$ cat config.mk
export PLATFORM = sky130hd
export DESIGN_NAME = response_analyzer_flat
export DESIGN_NICKNAME = d
export VERILOG_FILES = /design/src/rtl/bist_pkg.sv /design/src/rtl/response_analyzer_if.sv /design/src/rtl/response_analyzer_misr_step.sv /design/src/rtl/response_analyzer.sv /design/src/flat_wrapper.sv
export SDC_FILE = /design/constraint.sdc
export NUM_CORES = 1
export LEC_CHECK = 0
export BUFFER_PORTS_ARGS = -buffer_cell sky130_fd_sc_hd__buf_2
export CORE_MARGIN = 5
export CORE_UTILIZATION = 45
export DETAILED_ROUTE_END_ITERATION = 8
export HOLD_SLACK_MARGIN = 0.05
export PLACE_DENSITY = 0.79
export SLEW_MARGIN = 20
export SYNTH_ARGS = -nofsm -noshare
export SYNTH_HDL_FRONTEND = slang
export SYNTH_SLANG_ARGS = --single-unit
$ cat constraint.sdc
create_clock -name clk -period 1.36 [get_ports clk]
set_input_delay 0.068 -clock clk [delete_from_list [all_inputs] [get_ports clk]]
set_output_delay 0.068 -clock clk [all_outputs]
set_load 0.02 [all_outputs]
$ cat src/rtl/bist_pkg.sv
// Shared definitions for the BIST pair (stimulus generator and response analyzer).
// Contents:
//   state_t  - run-control FSM encoding shared by both ends of the pair
//   POLY_16  - default 16-bit MISR/LFSR feedback polynomial (x^16 implied)
//   SEED_16  - default 16-bit signature seed
package bist_pkg;

  typedef enum logic [1:0] {
    IDLE = 2'd0,
    RUN  = 2'd1,
    DONE = 2'd2
  } state_t;

  localparam logic [15:0] POLY_16 = 16'h1021;
  localparam logic [15:0] SEED_16 = 16'h0000;

endpackage

$ cat src/rtl/response_analyzer_if.sv
// Bus between the BIST controller/datapath (master) and the response analyzer (slave).
// Signals:
//   start      controller -> analyzer  one-cycle run request
//   valid_in   datapath   -> analyzer  data_in carries a sample this cycle
//   data_in    datapath   -> analyzer  DUT output sample (WIDTH)
//   golden     controller -> analyzer  expected signature (SIG_W)
//   busy       analyzer   -> controller run in progress
//   done       analyzer   -> controller run finished, level until next start
//   pass       analyzer   -> controller signature matched golden (valid while done)
//   signature  analyzer   -> controller current MISR state (SIG_W)
//   count      analyzer   -> controller samples absorbed this run (CNT_W)
//   dbg_state  analyzer   -> observer   FSM state for checkers
//
// Handshake: there is no back-pressure. While busy=1 every cycle with
// valid_in=1 is one absorbed sample; outside a run valid_in is ignored.
// start is honoured only when busy=0 (idle or done) and is ignored during a run.
interface response_analyzer_if
  import bist_pkg::*;
#(
  parameter int WIDTH = 4,
  parameter int SIG_W = 16,
  parameter int CNT_W = 12
);

  logic             start;
  logic             valid_in;
  logic [WIDTH-1:0] data_in;
  logic [SIG_W-1:0] golden;
  logic             busy;
  logic             done;
  logic             pass;
  logic [SIG_W-1:0] signature;
  logic [CNT_W-1:0] count;
  state_t           dbg_state;

  modport master (
    output start, valid_in, data_in, golden,
    input  busy, done, pass, signature, count, dbg_state
  );

  modport slave (
    input  start, valid_in, data_in, golden,
    output busy, done, pass, signature, count, dbg_state
  );

endinterface

$ cat src/rtl/response_analyzer_misr_step.sv
// One MISR update step, purely combinational.
// Ports:
//   sig      current signature (SIG_W)
//   din      sample to absorb (WIDTH, zero-extended into the low bits)
//   next_sig signature after shifting left, applying feedback and folding din
// The same step drives the stimulus-side LFSR (din tied to zero there).
module misr_step #(
  parameter int               WIDTH = 4,
  parameter int               SIG_W = 16,
  parameter logic [SIG_W-1:0] POLY  = 16'h1021
) (
  input  logic [SIG_W-1:0] sig,
  input  logic [WIDTH-1:0] din,
  output logic [SIG_W-1:0] next_sig
);

  logic [SIG_W-1:0] shifted;
  logic [SIG_W-1:0] feedback;
  logic [SIG_W-1:0] din_ext;

  assign shifted  = {sig[SIG_W-2:0], 1'b0};
  // MSB leaving the register is the x^SIG_W term; reduce it by POLY.
  assign feedback = sig[SIG_W-1] ? POLY : '0;
  assign din_ext  = SIG_W'(din);
  assign next_sig = shifted ^ feedback ^ din_ext;

endmodule

$ cat src/rtl/response_analyzer.sv
// Response analyzer: compresses SAMPLES valid DUT outputs into a MISR signature
// and compares the final signature against golden.
// Ports:
//   clk  system clock, rising edge
//   rst  asynchronous active-high reset
//   bus  response_analyzer_if.slave (start/valid_in/data_in/golden in;
//        busy/done/pass/signature/count/dbg_state out, all registered)
module response_analyzer
  import bist_pkg::*;
#(
  parameter int               WIDTH   = 4,
  parameter int               SIG_W   = 16,
  parameter int               SAMPLES = 2048,
  parameter logic [SIG_W-1:0] POLY    = SIG_W'(POLY_16),
  parameter logic [SIG_W-1:0] SEED    = SIG_W'(SEED_16),
  parameter int               CNT_W   = $clog2(SAMPLES + 1)
) (
  input logic               clk,
  input logic               rst,
  response_analyzer_if.slave bus
);

  state_t           state_q, state_d;
  logic [SIG_W-1:0] sig_q, sig_d;
  logic [CNT_W-1:0] cnt_q, cnt_d;
  logic             busy_q, busy_d;
  logic             done_q, done_d;
  logic             pass_q, pass_d;
  logic [SIG_W-1:0] next_sig;
  logic             last_sample;

  misr_step #(
    .WIDTH (WIDTH),
    .SIG_W (SIG_W),
    .POLY  (POLY)
  ) u_misr_step (
    .sig      (sig_q),
    .din      (bus.data_in),
    .next_sig (next_sig)
  );

  // The sample arriving now is the final one of the run.
  assign last_sample = (cnt_q == CNT_W'(SAMPLES - 1));

  always_ff @(posedge clk or posedge rst) begin
    if (rst) begin
      state_q <= IDLE;
      sig_q   <= SEED;
      cnt_q   <= '0;
      busy_q  <= 1'b0;
      done_q  <= 1'b0;
      pass_q  <= 1'b0;
    end else begin
      state_q <= state_d;
      sig_q   <= sig_d;
      cnt_q   <= cnt_d;
      busy_q  <= busy_d;
      done_q  <= done_d;
      pass_q  <= pass_d;
    end
  end

  always_comb begin
    state_d = state_q;
    sig_d   = sig_q;
    cnt_d   = cnt_q;
    busy_d  = busy_q;
    done_d  = done_q;
    pass_d  = pass_q;
    case (state_q)
      IDLE, DONE: begin
        if (bus.start) begin
          state_d = RUN;
          sig_d   = SEED;
          cnt_d   = '0;
          busy_d  = 1'b1;
          done_d  = 1'b0;
          pass_d  = 1'b0;
        end
      end
      RUN: begin
        // start is deliberately not looked at here: a run cannot be aborted.
        if (bus.valid_in) begin
          sig_d = next_sig;
          cnt_d = cnt_q + CNT_W'(1);
          if (last_sample) begin
            state_d = DONE;
            busy_d  = 1'b0;
            done_d  = 1'b1;
            // Compare the signature that includes this final sample.
            pass_d  = (next_sig == bus.golden);
          end
        end
      end
      default: begin
        state_d = IDLE;
        busy_d  = 1'b0;
        done_d  = 1'b0;
        pass_d  = 1'b0;
      end
    endcase
  end

  assign bus.busy      = busy_q;
  assign bus.done      = done_q;
  assign bus.pass      = pass_q;
  assign bus.signature = sig_q;
  assign bus.count     = cnt_q;
  assign bus.dbg_state = state_q;

endmodule

$ cat src/flat_wrapper.sv
// flat-port wrapper written by rule: the top's interface ports become plain ports
module response_analyzer_flat import bist_pkg::*;
#(
  parameter int               WIDTH   = 4,
  parameter int               SIG_W   = 16,
  parameter int               SAMPLES = 2048,
  parameter logic [SIG_W-1:0] POLY    = SIG_W'(POLY_16),
  parameter logic [SIG_W-1:0] SEED    = SIG_W'(SEED_16),
  parameter int               CNT_W   = $clog2(SAMPLES + 1)
)
  (clk, rst, bus_start, bus_valid_in, bus_data_in, bus_golden, bus_busy, bus_done, bus_pass, bus_signature, bus_count, bus_dbg_state);
  response_analyzer_if #(.WIDTH(WIDTH), .SIG_W(SIG_W), .CNT_W(CNT_W)) bus_i ();
  input logic clk;
  input logic rst;
  input wire logic [$bits(bus_i.start)-1:0] bus_start;
  input wire logic [$bits(bus_i.valid_in)-1:0] bus_valid_in;
  input wire logic [$bits(bus_i.data_in)-1:0] bus_data_in;
  input wire logic [$bits(bus_i.golden)-1:0] bus_golden;
  output wire logic [$bits(bus_i.busy)-1:0] bus_busy;
  output wire logic [$bits(bus_i.done)-1:0] bus_done;
  output wire logic [$bits(bus_i.pass)-1:0] bus_pass;
  output wire logic [$bits(bus_i.signature)-1:0] bus_signature;
  output wire logic [$bits(bus_i.count)-1:0] bus_count;
  output wire logic [$bits(bus_i.dbg_state)-1:0] bus_dbg_state;
  assign bus_i.start = bus_start;
  assign bus_i.valid_in = bus_valid_in;
  assign bus_i.data_in = bus_data_in;
  assign bus_i.golden = bus_golden;
  assign bus_busy = bus_i.busy;
  assign bus_done = bus_i.done;
  assign bus_pass = bus_i.pass;
  assign bus_signature = bus_i.signature;
  assign bus_count = bus_i.count;
  assign bus_dbg_state = bus_i.dbg_state;
  response_analyzer #(.WIDTH(WIDTH), .SIG_W(SIG_W), .SAMPLES(SAMPLES), .POLY(POLY), .SEED(SEED), .CNT_W(CNT_W)) u_core (.clk(clk), .rst(rst), .bus(bus_i));
endmodule
==> qor.yml, run 1 <==
die_y_microns: 70.8
met1_usage: 0.209
placed_cells: 297
antenna_cells: 0
swShare: 0.409
drt_iter0_drc: 60
worst_r2r_endpoint: "u_core.bus.count[10]"
clk_latency_ps: 280
ir_drop_mv: 1.17
place.gp.congestion: 0.769
cts_buffers: 5
drt-pass1-iter-count: 4
pwr-share-comb: 0.476
clock-root-buffer: "clkbuf_8"
yosysSeqAreaShare: 0.482
hold_class: "in -> reg"
die_area_sq_mm: 0.00501
clock-sinks: 32
violations: "negative setup slack"
tritoncts: "yes"
yosysTopAreaCell: "dfrtp_1"
syn_nets: 204
cp-start-kind: "flop"
yosysWarnings: 0
fin_crit_sh: 1.04
crit_path_end_kind: "flop"
leakage_nw: 1.22
p_per_area_mw_per_mm2: 1750
htreeDepth: 2
drcViolationCount: 0
io_pins: 57
postSynthAreaPerCell_sq_um: 9.29
synth_top_area_share: 0.482
finalClockSkew_ps: 4.69
clock.fmax_mhz: 710
ys_top_cells_by_area: "dfrtp_1 48%, xnor2_1 15%, nand2_1 7.2%"
antenna_found_initial: 0
max_slew.worst_pin.slew_ps: 407
finalWorstSetupSlack_ps: -48.4
layout.cells.non_filler: 310
slew-limit-headroom: 0.729
cts.clk_slew.worst_paths_ps: 60
wl_per_cell_microns: 13.9
critical_path.max_fanout: 4
seqPwrFrac: 0.362
synth_cells: 179
r2r_cells: 6
via_count: 1551
reg2reg_from: "u_core.bus.count[1]"
grt_pass1_vias: 1502
synth-main-ff-cell: "dfrtp_1"
grt_max_degree: 33
p_total_mw: 4.12
grt_use_total: 0.171
grt_pass1_wl_mm: 6.81
die_x_microns: 70.8
arrival_ps: 1580
io_buffers: 56
clockBufferDepth: 2
synth_edf_count: 0
routed_wl_mm: 4.30
rows: 22
setup_viol: 3
grt_overflow: 0
drive_gt1_frac: 0.416
core_area_sq_mm: 0.00363
syn_area_sq_mm: 0.00166
async_reset_ff_frac: 1.00
netlist_top_cells_count: "32 x dfrtp_1, 32 x nand2_1, 28 x xnor2_1, 22 x nand3_1, 14 x nor2_1"
net-switching-power_mw: 1.69
cp.required_ps: 1530
maxCapViolations: 0
vias_per_cell: 5.00
grt_use_met3: 0.0511
use_met2: 0.286
ys_ff_latch: 32
start_util: 0.458
ant_nets: 0
startpoint: "u_core.bus.count[1]"
internal_power_mw: 2.43
r2r_slack_ps: -50
rsz0062_at_grt: "true"
critPathKind: "reg -> reg"
grt-busiest-layer: "met2"
slew_viol_final: 0
nets: 287
fin_crit_ps: 1410
clock_power_share: 0.162
hold_violations: 0
cp-endpoint: "u_core.bus.count[10]"
status: "finished with violations"
dp_hpwl_mm: 3.07
area_growth_pct: 41.9
synth_cell_types: 30
[cell families after synthesis]
kind of cell | after synthesis | share of synthesized area
simple gates | 91 | 0.263
flops | 32 | 0.482
xor+xnor | 31 | 0.163
compound gates | 13 | 0.0504
buf+inv | 11 | 0.0339
fa+ha+maj | 1 | 0.00752
[cell usage in the layout, fill, tap and decap left out, types with 4 or more instances in the layout]
| master | instances |
|---|---|
| buf_2 | 56 |
| nor2_1 | 13 |
| nand3_1 | 21 |
| nand2_1 | 32 |
| o21ai_1 | 9 |
| nand4_1 | 4 |
| dfrtp_1 | 28 |
| buf_4 | 27 |
| clkbuf_8 | 5 |
| dfrtp_2 | 4 |
| xnor2_1 | 25 |
[stage by stage]
stage	hold WS, ps	setup slack, ps	TNS [ps]	cell area [sq um]	util
floorplan	184	-84.0	-188	1710	-
global placement	170	-27.7	-27.7	2170	0.597
detailed placement	174	-38.1	-39.8	2170	0.597
CTS	115	-9.29	-9.29	2270	0.625
global route	133	-113	-689	2360	0.649
finish	127	-48.4	-66.6	2360	0.649
[layer usage]
metal	routed length (microns)	vias to the layer above
met1	1710	755
met4	61	0
met5	0	-
met3	229	6
met2	2310	33
li1	-	757
[power groups by stage]
stage	logic, mW	registers, mW	clock network, mW
floorplan	0.824	1.80	0
global placement	1.76	1.48	0
detailed placement	1.81	1.49	0
CTS	1.85	1.47	0.694
global route	2.15	1.53	0.742
finish	1.96	1.49	0.669
[area by class of cell]
class	instances	area, sq um
clock buffers	7	76.3
fillers	301	1270
inverters	3	11.3
multi-input cells	136	913
flip-flops and latches	32	806
well taps	48	60.1
repair buffers	84	493
[critical path, cell delays in order, from the launching register on]
cell	delay, ps
dfrtp_2	390
ha_4	160
nand3_4	100
or2_4	300
nor3_4	150
xnor2_1	140
nor2_1	50
[worst min path at each step]
stage                         startpoint                 endpoint  slack [ps]  cells past startpoint
final                     bus_data_in[0]  u_core.bus.signature[0]         130                      3
after detailed placement             rst          u_core.bus.done         170                      3
after floorplan                      rst     u_core.bus.count[10]         180                      1
after global placement               rst      u_core.bus.count[9]         170                      3
after CTS                      bus_start          u_core.bus.busy         110                      3
after global routing      bus_data_in[0]  u_core.bus.signature[0]         130                      3
[registers in the layout, indices dropped and copies added, names as in the netlist]
signal                count
u_core.bus.done           1
u_core.bus.busy           1
u_core.bus.signature     16
u_core.bus.dbg_state      1
u_core.bus.count         12
u_core.bus.pass           1
[what timing repair did]
action	4_1_cts	5_1_grt
pin swaps	1	13
hold buffers	1	0
endpoints found under the setup margin	3	21
hold endpoints to repair	32	0
setup buffers	1	4
gates resized for setup	1	12
No activity file was read; power rests on OpenSTA's default activity.
==> run 2: changes to the inputs <==
--- a/config.mk
+++ b/config.mk
@@ -5,12 +5,14 @@
 export SDC_FILE = /design/constraint.sdc
 export NUM_CORES = 1
 export LEC_CHECK = 0
+export ABC_AREA = 1
 export BUFFER_PORTS_ARGS = -buffer_cell sky130_fd_sc_hd__buf_2
 export CORE_MARGIN = 5
-export CORE_UTILIZATION = 45
+export CORE_UTILIZATION = 46
 export DETAILED_ROUTE_END_ITERATION = 8
 export HOLD_SLACK_MARGIN = 0.05
 export PLACE_DENSITY = 0.79
+export SETUP_SLACK_MARGIN = 0.15
 export SLEW_MARGIN = 20
 export SYNTH_ARGS = -nofsm -noshare
 export SYNTH_HDL_FRONTEND = slang
==> run 2 against run 1 <==
Effect of this change:
- the run now ends clean
- final cell count grew 24%
- sequential power shrank 11%
- synthesized cell count grew 44%
- largest power group unchanged
==> qor.yml, run 2 <==
grt_use_total: 0.184
htreeDepth: 2
ir_drop_mv: 0.844
path_common_cell: "nand2_1"
area_growth_pct: 44.2
finalClockSkew_ps: 4.15
ys_top_cells_by_area: "dfrtp_1 43%, nand2_1 17%, inv_1 10%"
cts.clk_slew.worst_paths_ps: 60
synth_compound_area_frac: 0.0997
die_y_microns: 73.5
leakage_nw: 1.42
dp_hpwl_mm: 3.42
cp-start-kind: "flop"
critical_path.max_fanout: 4
postPlaceCellArea_sq_mm: 0.00226
cp.required_ps: 1530
synth-main-ff-cell: "dfrtp_1"
finalInstanceArea_sq_mm: 0.00268
drcViolationCount: 0
vias_per_cell: 4.98
p_total_mw: 4.13
final_common_cell: "nand2_1"
synth_edf_count: 0
grt_overflow: 0
clock.fmax_mhz: 746
io_pins: 57
yosysSeqAreaShare: 0.431
via_count: 1918
synth_top_family_by_area: "simple AND/OR/NAND/NOR gates"
layout.cells.non_filler: 385
fin_crit_ps: 1340
clock-root-buffer: "clkbuf_8"
p_per_area_mw_per_mm2: 1540
slew-limit-headroom: 0.725
grt_pass1_wl_mm: 7.69
largest_register_ff_count: 16
yosysWarnings: 0
syn_nets: 282
syn_area_sq_mm: 0.00186
grt_max_degree: 33
nets: 359
crit_chain: "ha_4 -> nand2_2 -> inv_2 -> nand2_4 -> nor2_4 -> nand2_1 -> nand2_1 -> nand3_2 -> nand2_1 -> nand2_1"
hold_violations: 0
core_area_sq_mm: 0.00394
wl_per_cell_microns: 13.0
synth_fa_ha_area_frac: 0.00674
layout_common_cells: "77 x nand2_1, 56 x buf_2, 47 x inv_1, 26 x dfrtp_1"
drive_gt1_frac: 0.424
synth_cell_types: 28
yosysTopAreaCell: "dfrtp_1"
crit_path_end_kind: "flop"
synth_mux_area_frac: 0
max_slew.worst_pin.slew_ps: 412
setup_viol: 0
final-seq-area_sq_um: 808
synthSimpleGateAreaFrac: 0.326
finalSetupTns_ps: 0
maxCapViolations: 0
start_util: 0.471
status: "finished clean"
critPathKind: "reg -> reg"
die_area_sq_mm: 0.00541
multiInputGateArea_sq_mm: 0.00107
synth_top_area_share: 0.431
die_x_microns: 73.5
clockBufferDepth: 2
ant_nets: 0
tritoncts: "yes"
yosysMostFrequentCell: "nand2_1"
slowest_delay_ps: 410
grt_pass1_vias: 1771
slew_viol_final: 0
synth_cells: 257
arrival_ps: 1510
clk_latency_ps: 280
synth-xor-area-share: 0.0142
place.gp.congestion: 0.898
rows: 23
rsz0062_at_grt: "true"
io_buffers: 56
postSynthAreaPerCell_sq_um: 7.22
netlist_top_cells_count: "84 x nand2_1, 51 x inv_1, 32 x dfrtp_1, 16 x nor2_1, 14 x o22ai_1"
drt-pass1-iter-count: 4
antenna_found_initial: 0
drt_iter0_drc: 155
routed_wl_mm: 5.01
placed_cells: 367
antenna_cells: 0
hold_class: "in -> reg"
async_reset_ff_frac: 1.00
cts_buffers: 5
fin_crit_sh: 0.986
nFillCells: 294
ys_ff_latch: 32
clock-sinks: 32
worst_path_max_delay_cell: "dfrtp_2"
## run 2: cell families after synthesis
family / after synthesis
AOI/OAI and AO/OA: 32
xor gates and xnor gates: 3
adders and majority gates: 1
buffers and inverters: 57
DFF: 32
and+or+nand+nor: 132
## run 2: path summary, 6_finish.rpt
check,start,to,slack (ps),cells after the start
max,u_core.bus.count[1],u_core.bus.busy,20,10
min reg2reg,u_core.bus.done,u_core.bus.done,460,2
min in group asynchronous,rst,u_core.bus.signature[10],410,4
max reg2reg,u_core.bus.count[1],u_core.bus.busy,20,10
min,bus_start,u_core.bus.dbg_state[1],130,4
max in group asynchronous,rst,u_core.bus.count[3],630,4
## run 2: timing repair
item / 4_1_cts / 5_1_grt
setup endpoints to repair: 26 / 31
buffers inserted: 5 / 3
hold buffers: 1 / 0
endpoints found under the hold margin: 32 / 0
resized for setup: 15 / 48
pin swaps: 7 / 12
gates cloned: 0 / 1
## run 2: cell type report
class                   count  area share
flip-flops and latches     32       0.302
multi-input cells         169       0.400
repair buffers             73       0.165
clock buffers               8      0.0336
well taps                  50      0.0234
inverters                  53      0.0762
## run 2: critical path: cells and delay by family, from the launching register on
| family | cells | cell delay (ps) |
|---|---|---|
| adder cells (fa/ha/maj) | 1 | 150 |
| AND/OR/NAND/NOR | 8 | 610 |
| flip-flops | 1 | 410 |
| buffers and inverters | 1 | 70 |
## run 2: routing by layer
layer  global-route usage  vias up  share of wire
met2                0.320       60           0.51
met3               0.0465        5          0.068
met1                0.220      900           0.41
li1                     -      953              -
met5                    0        -              0
met4               0.0644        0          0.013
## run 2: power breakdown
part,total (mW),internal (mW),switching (mW)
Combinational,2.05,0.806,1.25
Clock,0.748,0.412,0.336
Sequential,1.33,1.15,0.184
Total,4.13,2.36,1.77
## run 2: metrics by stage
stage	utilization	hold slack, ps	setup slack [ps]
3_5_place_dp	0.573	173	-4.27
3_3_place_gp	0.573	175	22.7
4_1_cts	0.619	130	36.9
5_1_grt	0.679	145	-97.3
2_1_floorplan	-	184	66.2
6_report	0.679	129	19.7
